`src/rtl/uart_rx_fifo.sv`:
```
// UART receive byte FIFO with first-word fall-through read, sticky overrun flag and level IRQ.
// Zero-latency read of head byte; pushes into a full FIFO are dropped (overrun) unless a pop coincides.
module uart_rx_fifo #(
  parameter int DEPTH = 8,
  localparam int AW = (DEPTH > 1) ? $clog2(DEPTH) : 1,
  localparam int CW = AW + 1
) (
  input  logic        clk,
  input  logic        rst_n,
  input  logic [7:0]  rx_data,
  input  logic        rx_valid,
  input  logic        rd_en,
  input  logic        clr_ovr,
  output logic [31:0] rd_data,
  output logic [31:0] status,
  output logic        empty,
  output logic        full,
  output logic        irq
);

  logic [7:0]    mem [DEPTH];
  logic [AW-1:0] wp;
  logic [AW-1:0] rp;
  logic [CW-1:0] count;
  logic          ovr;

  logic          pop;
  logic          push;
  logic          overrun;

  assign empty = (count == '0);
  assign full  = (count == CW'(DEPTH));

  // A pop in the same cycle frees a slot, so a push into a full FIFO is still accepted.
  assign pop     = rd_en && !empty;
  assign push    = rx_valid && (!full || pop);
  assign overrun = rx_valid && full && !pop;

  always_ff @(posedge clk or negedge rst_n) begin
    if (!rst_n) begin
      wp <= '0;
      rp <= '0;
    end else begin
      if (push) wp <= wp + AW'(1);
      if (pop)  rp <= rp + AW'(1);
    end
  end

  always_ff @(posedge clk or negedge rst_n) begin
    if (!rst_n) begin
      count <= '0;
    end else begin
      case ({push, pop})
        2'b10:   count <= count + CW'(1);
        2'b01:   count <= count - CW'(1);
        default: count <= count;
      endcase
    end
  end

  // Overrun wins over a coincident clear so a fresh loss is never hidden.
  always_ff @(posedge clk or negedge rst_n) begin
    if (!rst_n) begin
      ovr <= 1'b0;
    end else if (overrun) begin
      ovr <= 1'b1;
    end else if (clr_ovr) begin
      ovr <= 1'b0;
    end
  end

  always_ff @(posedge clk) begin
    if (push) mem[wp] <= rx_data;
  end

  assign rd_data = empty ? 32'h0 : {24'hFFFFFF, mem[rp]};
  assign status  = {16'h0, 8'(count), 5'b0, ovr, full, ~empty};
  assign irq     = ~empty | ovr;

endmodule

```
`config.mk`:
```
export PLATFORM = sky130hd
export DESIGN_NAME = uart_rx_fifo
export DESIGN_NICKNAME = d
export VERILOG_FILES = /design/src/rtl/uart_rx_fifo.sv
export SDC_FILE = /design/constraint.sdc
export NUM_CORES = 1
export LEC_CHECK = 0
export ABC_AREA = 0
export BUFFER_PORTS_ARGS = -buffer_cell sky130_fd_sc_hd__clkbuf_2
export CORE_MARGIN = 8
export CORE_UTILIZATION = 58
export DETAILED_ROUTE_END_ITERATION = 16
export PLACE_DENSITY = 0.84
export RECOVER_POWER = 25
export SLEW_MARGIN = 5
export SYNTH_ARGS = -nofsm -noshare
export SYNTH_HDL_FRONTEND = slang
export SYNTH_SLANG_ARGS = --single-unit
```
`constraint.sdc`:
```
create_clock -name clk -period 4.45 [get_ports clk]
set_input_delay 0.89 -clock clk [delete_from_list [all_inputs] [get_ports clk]]
set_output_delay 0.89 -clock clk [all_outputs]
set_load 0.005 [all_outputs]
```
==> flow_summary.toml <==
[floorplanning]
number_of_top_level_pins = 80
dieArea_um2 = 9110
fp.coreArea_um2 = 6240
rows = 29
floorplan.die.height_um = 95.5
initial_utilization_pct = 58.7
fp.dieW_um = 95.5

[power]
p_leak_uw = 0.00154
intPower_uw = 1610
ir_worst_vdd_v = 0.000308
share_comb_of_total_power_pct = 39.4
power.switching_fraction_pct = 36.0
p_clk_share_pct = 19.8
power_density_relative_to_cell_area_nw_per_um2 = 648
netSwitchingPower_uw = 903
share_of_power_burned_in_registers_pct = 40.8

[global_route]
grt_antenna_before_repair = 1
first_global_vias = 1886
grt_start_max_net_pins = 29
grt.total_usage_pct = 15.5
globalRouteOverflowTotal = 0
first_pass_grt_wire_length_mm = 10.5

[setup_path]
worstRegToRegCells = 7
setup.worst_path.class = "flop to output pin"
path_max_fanout = 21
worstPathRequired_ns = 3.56
crit_path_end_kind = "output pin"
crit_path_start_kind = "flop"
worstPathArrival_ns = 2.49

[timing]
final-setup-viol-count = 0
achievable-frequency_ghz = 0.296
totalNegativeSetupSlack_ns = 0
layout_worst_path_cycle_share_pct = 76.0
final-max-slew-violation-count = 0
setup_repair_after_global_routing_missed_its_margin = "no"
timing.final.hold_violations = 0
fin_crit_ns = 3.38
max_slew_margin_pct = 33.5
worst_slew_pin_slew_ns = 0.996
skew_ns = 0.00720
hold-worst-slack_ns = 0.537

[clocking]
clk_lat_worst_skew_ns = 0.34
cts_resized = 0
h-tree-depth = 3
path_clk_slew_ns = 0.07
cts_buffer_depth = 2
cts_made_buffers = 9
ctsHoldBuffers = 0
tritoncts = "done"
total_setup_buffers_inserted_after_cts = 0
clockRootBuffer = "clkbuf_8"
tritoncts_num_sinks = 75

[layout]
area.growth.synth_to_final_pct = 5.84
layout_commonest_cell = "edfxtp_1"
proportion_of_layout_cells_with_a_drive_suffix_above_1_pct = 28.5
layout.cells.most_common_list = "64 x edfxtp_1, 47 x clkbuf_2, 34 x mux2i_1, 25 x conb_1, 11 x dfrtp_1"
finalNonFillerCells = 366
finish.net_count = 299

[detailed_routing]
routed_wire_length_per_instance_um = 18.3
detail_route.iter0.violations = 116
ant_nets = 0
vias_after_detailed_routing = 1991
routed_wirelength_mm = 6.70
via_cell_ratio = 5.44
firstDrtPassIters = 4
route.detailed.drc = 0

[placement]
post-place-cells = 349
hpwlAfterDp_mm = 4.50
portBuffers = 54
gpl.final_weighted_congestion = 0.769

[synthesis]
post_synth_instance_area_um2 = 3660
syn-mean-instance-area_um2 = 14.4
synthDistinctLibCells = 45
ys_seq_elements = 75
yosysSeqAreaShare_pct = 60.0
synth-warning-count = 0
yosys_most_used_dff = "edfxtp_1"
number_of_enable_type_register_cells_in_the_synthesized_netlist = 64
synthArstFlopShare_pct = 14.7
syn_inst = 254

[min_path]
min-delay-path-class = "input port to asynchronous set/reset pin"

[outcome]
status = "complete, no violations"

[flow_run]
timing.max_cap.violations = 0
[flip-flops by register name (all words and copies together), names as in the netlist]
signal / cells
ovr: 1
mem: 64
count: 4
rp: 3
wp: 3
[power by group through the flow]
stage / clock network, uW / logic (uW) / registers [uW]
after floorplan: 0 / 884 / 972
after global placement: 0 / 979 / 1030
after detailed placement: 0 / 1000 / 1040
after CTS: 506 / 1010 / 1020
after global routing: 539 / 1090 / 1050
final: 497 / 989 / 1030
[kinds of logic after synthesis]
group,after synthesis,synth area share [%]
adder cells (fa/ha/maj),3,1.03
other,1,0.102
buffers and inverters,67,13.1
multiplexers,37,10.3
AND/OR/NAND/NOR,35,5.33
AO/OA/AOI/OAI,31,8.92
XOR/XNOR,5,1.20
flip-flops,75,60.0
[final cells by class]
class	instances	area [um^2]
well taps	77	96.3
fillers	456	2360
multi-input cells	136	1080
clock inverters	7	68.8
inverters	3	11.3
clock buffers	9	124
repair buffers	58	292
flip-flops and latches	75	2200
diodes	1	2.50
[synthesized netlist by cell type (3+ instances only)]
cell type	n	area (um^2)
nor2_1	7	26.3
buf_4	54	405
a221oi_2	6	90.1
a221o_1	8	80.1
nor2b_1	4	25.0
nor3_1	6	30.0
buf_1	3	11.3
buf_6	3	33.8
dfrtp_1	11	275
buf_2	3	15.0
edfxtp_1	64	1920
xnor2_1	4	35.0
ha_1	3	37.5
nand2b_1	5	31.3
mux2i_1	34	340
nand2_1	3	11.3
[worst max-delay path, cell delays in order (launching register included)]
cell,delay [ns]
dfrtp_1,0.79
buf_4,0.46
mux2i_1,0.12
a221o_1,0.30
a221oi_1,0.29
clkbuf_2,0.18
[per-stage QoR]
| step | worst slack (ns) | area (um^2) | utilization [%] | power (uW) |
|---|---|---|---|---|
| global route | 0.841 | 3870 | 62.1 | 2670 |
| floorplan | 1.86 | 3750 | - | 1860 |
| finish | 1.07 | 3880 | 62.1 | 2510 |
| CTS | 1.06 | 3880 | 62.2 | 2540 |
| global placement | 1.47 | 3690 | 59.1 | 2010 |
| detailed placement | 1.44 | 3690 | 59.1 | 2040 |
[per-layer routing]
metal  global-route usage, %  wire length [um]  up-vias  part of all wire (%)
met5                       0                 0        -                     0
met4                    8.07                53        0                  0.79
met3                    3.70               615        4                   9.2
met2                    25.0              3300       72                    49
met1                    19.0              2720      967                    41
li1                        -                 -      948                     -
[path summary, 6_finish.rpt]
path	from	endpoint	slack (ns)
setup / recovery	rp[1]	rd_data[0]	1.07
hold / removal	rst_n	wp[1]	0.54
setup reg to reg	count[2]	count[2]	2.15
hold reg to reg	rp[2]	rp[2]	0.56
max in group asynchronous	rst_n	rp[0]	3.51
min in group clk	rp[2]	rp[2]	0.56
No activity file was read; power rests on OpenSTA's default activity.
